--- src/rtl/disp_cmd_fifo_writer.sv ---
`default_nettype none
// ============================================================================
//  Module      : disp_cmd_fifo_writer
//  Description : Host-side producer for the display command FIFO. Buffers
//                command bytes from a valid/ready stream and writes them into
//                an external async FIFO with a timed active-low write strobe.
//  Revision    : 1.0 - initial release
// ============================================================================
module disp_cmd_fifo_writer #(
  parameter int BUF_AW      = 2,
  parameter int SETUP_CYC   = 2,
  parameter int PULSE_CYC   = 6,
  parameter int RECOVER_CYC = 4
) (
  input  logic              clk,
  input  logic              nrst,
  input  logic [7:0]        cmd_data,
  input  logic              cmd_valid,
  output logic              cmd_ready,
  output logic [7:0]        fifo_d,
  output logic              nwr,
  input  logic              nff_in,
  output logic [BUF_AW:0]   buf_level,
  output logic              busy
);

  localparam int c_DEPTH   = 2 ** BUF_AW;
  localparam int c_MAX_SP  = (SETUP_CYC > PULSE_CYC) ? SETUP_CYC : PULSE_CYC;
  localparam int c_MAX_CYC = (c_MAX_SP > RECOVER_CYC) ? c_MAX_SP : RECOVER_CYC;
  localparam int c_CNT_W   = $clog2(c_MAX_CYC) + 1;

  localparam logic [BUF_AW:0]    c_FULL_LVL   = (BUF_AW + 1)'(c_DEPTH);
  localparam logic [BUF_AW:0]    c_LVL_ONE    = (BUF_AW + 1)'(1);
  localparam logic [BUF_AW-1:0]  c_PTR_ONE    = BUF_AW'(1);
  localparam logic [c_CNT_W-1:0] c_CNT_ONE    = c_CNT_W'(1);
  localparam logic [c_CNT_W-1:0] c_SETUP_LD   = c_CNT_W'(SETUP_CYC - 1);
  localparam logic [c_CNT_W-1:0] c_PULSE_LD   = c_CNT_W'(PULSE_CYC - 1);
  localparam logic [c_CNT_W-1:0] c_RECOVER_LD = c_CNT_W'(RECOVER_CYC - 1);

  typedef enum logic [1:0] {
    W_IDLE    = 2'd0,
    W_SETUP   = 2'd1,
    W_PULSE   = 2'd2,
    W_RECOVER = 2'd3
  } state_t;

  state_t              r_state;
  state_t              w_state_nxt;
  logic [c_CNT_W-1:0]  r_cnt;
  logic [c_CNT_W-1:0]  w_cnt_nxt;
  logic                r_nwr;
  logic                w_nwr_nxt;
  logic [7:0]          r_fifo_d;
  logic [7:0]          w_fifo_d_nxt;

  logic [7:0]          r_mem [c_DEPTH];
  logic [BUF_AW-1:0]   r_head;
  logic [BUF_AW-1:0]   r_tail;
  logic [BUF_AW:0]     r_level;

  logic                r_nff_s1;
  logic                r_nff_s2;

  logic                w_push;
  logic                w_pop;

  assign cmd_ready = (r_level != c_FULL_LVL);
  assign w_push    = cmd_valid & cmd_ready;
  assign fifo_d    = r_fifo_d;
  assign nwr       = r_nwr;
  assign buf_level = r_level;
  assign busy      = (r_state != W_IDLE);

  // Two-flop synchronizer for the asynchronous full flag; reset reads as full.
  always_ff @(posedge clk) begin
    if (!nrst) begin
      r_nff_s1 <= 1'b0;
      r_nff_s2 <= 1'b0;
    end else begin
      r_nff_s1 <= nff_in;
      r_nff_s2 <= r_nff_s1;
    end
  end

  // Buffer storage; contents need no reset because the level gates every read.
  always_ff @(posedge clk) begin
    if (nrst && w_push) begin
      r_mem[r_tail] <= cmd_data;
    end
  end

  // Circular buffer pointers and occupancy count.
  always_ff @(posedge clk) begin
    if (!nrst) begin
      r_head  <= '0;
      r_tail  <= '0;
      r_level <= '0;
    end else begin
      if (w_push) begin
        r_tail <= r_tail + c_PTR_ONE;
      end
      if (w_pop) begin
        r_head <= r_head + c_PTR_ONE;
      end
      case ({w_push, w_pop})
        2'b10:   r_level <= r_level + c_LVL_ONE;
        2'b01:   r_level <= r_level - c_LVL_ONE;
        default: r_level <= r_level;
      endcase
    end
  end

  // Write-cycle state register plus registered strobe and data outputs.
  always_ff @(posedge clk) begin
    if (!nrst) begin
      r_state  <= W_IDLE;
      r_cnt    <= '0;
      r_nwr    <= 1'b1;
      r_fifo_d <= 8'h00;
    end else begin
      r_state  <= w_state_nxt;
      r_cnt    <= w_cnt_nxt;
      r_nwr    <= w_nwr_nxt;
      r_fifo_d <= w_fifo_d_nxt;
    end
  end

  // Next-state logic: launch only from idle when data is held and not full.
  always_comb begin
    w_state_nxt  = r_state;
    w_cnt_nxt    = r_cnt;
    w_nwr_nxt    = r_nwr;
    w_fifo_d_nxt = r_fifo_d;
    w_pop        = 1'b0;
    case (r_state)
      W_IDLE: begin
        w_nwr_nxt = 1'b1;
        if ((r_level != '0) && r_nff_s2) begin
          w_fifo_d_nxt = r_mem[r_head];
          w_pop        = 1'b1;
          w_cnt_nxt    = c_SETUP_LD;
          w_state_nxt  = W_SETUP;
        end
      end
      W_SETUP: begin
        w_nwr_nxt = 1'b1;
        if (r_cnt == '0) begin
          w_nwr_nxt   = 1'b0;
          w_cnt_nxt   = c_PULSE_LD;
          w_state_nxt = W_PULSE;
        end else begin
          w_cnt_nxt = r_cnt - c_CNT_ONE;
        end
      end
      W_PULSE: begin
        w_nwr_nxt = 1'b0;
        if (r_cnt == '0) begin
          w_nwr_nxt   = 1'b1;
          w_cnt_nxt   = c_RECOVER_LD;
          w_state_nxt = W_RECOVER;
        end else begin
          w_cnt_nxt = r_cnt - c_CNT_ONE;
        end
      end
      W_RECOVER: begin
        w_nwr_nxt = 1'b1;
        if (r_cnt == '0) begin
          w_state_nxt = W_IDLE;
        end else begin
          w_cnt_nxt = r_cnt - c_CNT_ONE;
        end
      end
      default: begin
        w_nwr_nxt   = 1'b1;
        w_state_nxt = W_IDLE;
      end
    endcase
  end

endmodule
`default_nettype wire

--- config.mk ---
export PLATFORM = sky130hd
export DESIGN_NAME = disp_cmd_fifo_writer
export DESIGN_NICKNAME = d
export VERILOG_FILES = /design/src/rtl/disp_cmd_fifo_writer.sv
export SDC_FILE = /design/constraint.sdc
export NUM_CORES = 1
export LEC_CHECK = 0
export ABC_AREA = 0
export CAP_MARGIN = 20
export CORE_AREA = 2 2 73 75
export DETAILED_ROUTE_END_ITERATION = 8
export DIE_AREA = 0 0 75 77
export HOLD_SLACK_MARGIN = 0.12
export PLACE_DENSITY = 0.78
export SYNTH_ARGS = -nofsm -noshare
export SYNTH_HDL_FRONTEND = slang
export SYNTH_SLANG_ARGS = --single-unit
export TNS_END_PERCENT = 5
--- constraint.sdc ---
create_clock -name clk -period 2.52 [get_ports clk]
set_clock_uncertainty 0.15 [all_clocks]
set_input_delay 0.756 -clock clk [delete_from_list [all_inputs] [get_ports clk]]
set_output_delay 0.756 -clock clk [all_outputs]
set_load 0.01 [all_outputs]
==> run_results.csv <==
group,metric,value,unit
clock_tree,cts_buffers,5,
clock_tree,insertion_delay,310,ps
pwr,leakage,1.03,nW
outcome,status,"complete, no violations",
die,dieArea,5780,sq um
drt,viasPerCell,5.01,
critical_path,critPathSlowestCell,"clkdlybuf4s50_1",
synth,syn_area,2420,sq um
pwr,peakVddDrop,0.000403,V
sta,worst_pin_slew,636,ps
sta,layout_setup_ws,67.9,ps
sta,fin_hold_ws,309,ps
drt,firstDrtPassIters,4,
sta,hold_violations,0,
pwr,internal-power,1.52,mW
synth,synthesis.nets,212,
die,rows,26,
sta,timing.final.crit_share,0.973,
die,ios,26,
final_layout,finish.instance_area,2930,sq um
pwr,p_per_area,737,nW/um^2
place,io_buffers,25,
drt,post_drt_wl_per_cell,13.5,um
synth,synth.avg_cell_area,13.0,sq um
final_layout,drive_above_1_share,0.201,
critical_path,arrival,1550,ps
clock_tree,path_clk_slew,100,ps
pwr,p_switching,0.637,mW
pwr,swShare,0.296,
global_route,grt_max_degree,21,
sta,fin_tns_setup,0,ps
final_layout,fin_util,0.588,
critical_path,cp_data_required_time,1610,ps
place,dpl.hpwl,2.95,mm
run,maxCapViolCount,0,
worst_hold_path,min_path_type,"reg -> reg",
die,die_w,75,um
pwr,seqPwrFrac,0.501,
critical_path,critPathKind,"reg -> out",
sta,fmax,408,MHz
synth,yosysUniqueCellTypes,38,
final_layout,diodes,0,
clock_tree,cts_root_buf,"clkbuf_8",
pwr,p_comb_frac,0.258,
clock_tree,clock-sinks,56,
final_layout,syn2layout_area_growth,20.7,%
sta,rsz0062_at_grt,"false",
place,dpl_cell_area,2820,sq um
final_layout,layout_common_cells,"32 x edfxtp_1, 25 x clkdlybuf4s50_1, 22 x nand2_1",
critical_path,worstSetupEndpointType,"output port",
global_route,grt_pass1_wl,6.60,mm
critical_path,path_cells,"or3b_4 -> clkdlybuf4s50_1",
place,place.gp.congestion,0.844,
clock_tree,postCtsHoldBufs,0,
final_layout,nNetsFinal,248,
die,initial_core_util,0.487,
drt,drc,0,
critical_path,max_stage_delay,480,ps
sta,slew_violations,0,
final_layout,instances_no_fill,294,
drt,num_vias,1472,
place,post-place-ws,-240,ps
drt,drtAntennaViolNets,0,
clock_tree,clk_path_buf_depth,2,
synth,synth_seq_area_share,0.595,
clock_tree,cts_tree,"yes",
sta,setup_viol,0,
synth,yosys_warnings,0,
synth,synthCells,187,
critical_path,crit_fanout,5,
critical_path,crit_family,"buffers and inverters",
die,die_h,77,um
clock_tree,cts-htree-levels,2,
die,design.core.area,4980,sq um
sta,finalCriticalPeriod,2450,ps
drt,drtIter0Drc,68,
sta,relSlewSlack,0.576,
global_route,grtUsageTotal,0.154,
final_layout,final_common_cell,"edfxtp_1",
pwr,p_total,2.16,mW
pwr,clkPwrFrac,0.242,
synth,synth_seq_cells,56,
drt,drt_wl_total,3.98,mm
place,placedCellCount,286,
global_route,first_global_vias,1480,
global_route,antenna_found_initial,0,
critical_path,cp_num_buf_inv,1,
global_route,grt_overflow,0,
critical_path,startpoint_type,"flip-flop",
final cells by class:
type                    count  area, sq um
multi-input cells         106          887
clock buffers               5         68.8
inverters                  16         60.1
well taps                  70         87.6
repair buffers             38          348
clock inverters             3         28.8
fillers                   408         2050
flip-flops and latches     56         1450
synth_stat cells:
cell type  count  area (sq um)
buf_2          1          5.00
a211oi_2       1          12.5
inv_2          2          7.51
mux2i_1        2          20.0
nor3_1         2          10.0
o211ai_1       2          15.0
a21oi_2        1          8.76
nor2_1        11          41.3
a22oi_2        1          12.5
or2_1          1          6.26
a31oi_1        1          6.26
buf_1          1          3.75
and3_1         4          25.0
dfxtp_1       24           480
o21ai_0        2          10.0
and2_1         4          25.0
a21oi_1       11          55.1
a2bb2oi_1      1          8.76
xor2_1         3          26.3
a21boi_0       1          7.51
nand2b_1       1          6.26
clkbuf_1       3          11.3
edfxtp_1      32           961
nand2_1       22          82.6
xnor2_2        1          16.3
or3b_1         2          17.5
inv_1         14          52.6
or4b_1         1          10.0
a41oi_1        1          8.76
ha_1          12           150
xnor2_1        1          8.76
o32ai_1        3          26.3
mux4_2         8           180
or3_1          3          18.8
fa_1           1          20.0
o31ai_2        1          12.5
buf_6          4          45.0
o41ai_1        1          8.76
power groups by stage:
stage | Combinational [mW] | Clock (mW) | Sequential (mW)
finish | 0.556 | 0.521 | 1.08
global route | 0.622 | 0.582 | 1.09
CTS | 0.558 | 0.537 | 1.08
detailed placement | 0.554 | 0 | 1.10
global placement | 0.548 | 0 | 1.10
floorplan | 0.407 | 0 | 1.09
kinds of logic after synthesis:
group                      after synthesis  share of synthesized area
AOI/OAI and AO/OA                       27                     0.0795
xor gates and xnor gates                 5                     0.0212
adders and majority gates               13                     0.0702
buffers and inverters                   25                     0.0516
DFF                                     56                      0.595
muxes                                   10                     0.0826
and+or+nand+nor                         51                      0.100
flip-flops by register name, summed over array words and instances (netlist names):
signal / cells
buf_level: 3
r_nff_s2: 1
r_head: 2
nwr: 1
r_nff_s1: 1
r_state: 2
r_mem: 32
r_tail: 2
r_cnt: 4
fifo_d: 8
per-layer routing:
layer / share of wire / routed length, um / global-route usage / up-vias
met2: 0.53 / 2100 / 0.257 / 17
li1: - / - / - / 737
met3: 0.031 / 124 / 0.0407 / 6
met5: 0 / 0 / 0 / -
met1: 0.42 / 1690 / 0.183 / 712
met4: 0.018 / 70 / 0.0643 / 0
final timing paths:
check | cells after the start | slack [ps] | start | endpoint
max reg2reg | 9 | 180 | buf_level[0]$_SDFFE_PN0P_ | buf_level[2]$_SDFFE_PN0P_
min reg2reg | 1 | 310 | r_nff_s1$_SDFF_PN0_ | r_nff_s2$_SDFF_PN0_
min | 1 | 310 | r_nff_s1$_SDFF_PN0_ | r_nff_s2$_SDFF_PN0_
max | 2 | 70 | buf_level[0]$_SDFFE_PN0P_ | cmd_ready
repair_timing:
action | CTS | global route
resized for setup | 0 | 4
endpoints found under the setup margin | 0 | 3
setup buffers | 0 | 0
Note: power is estimated with default switching activity, not from simulation.
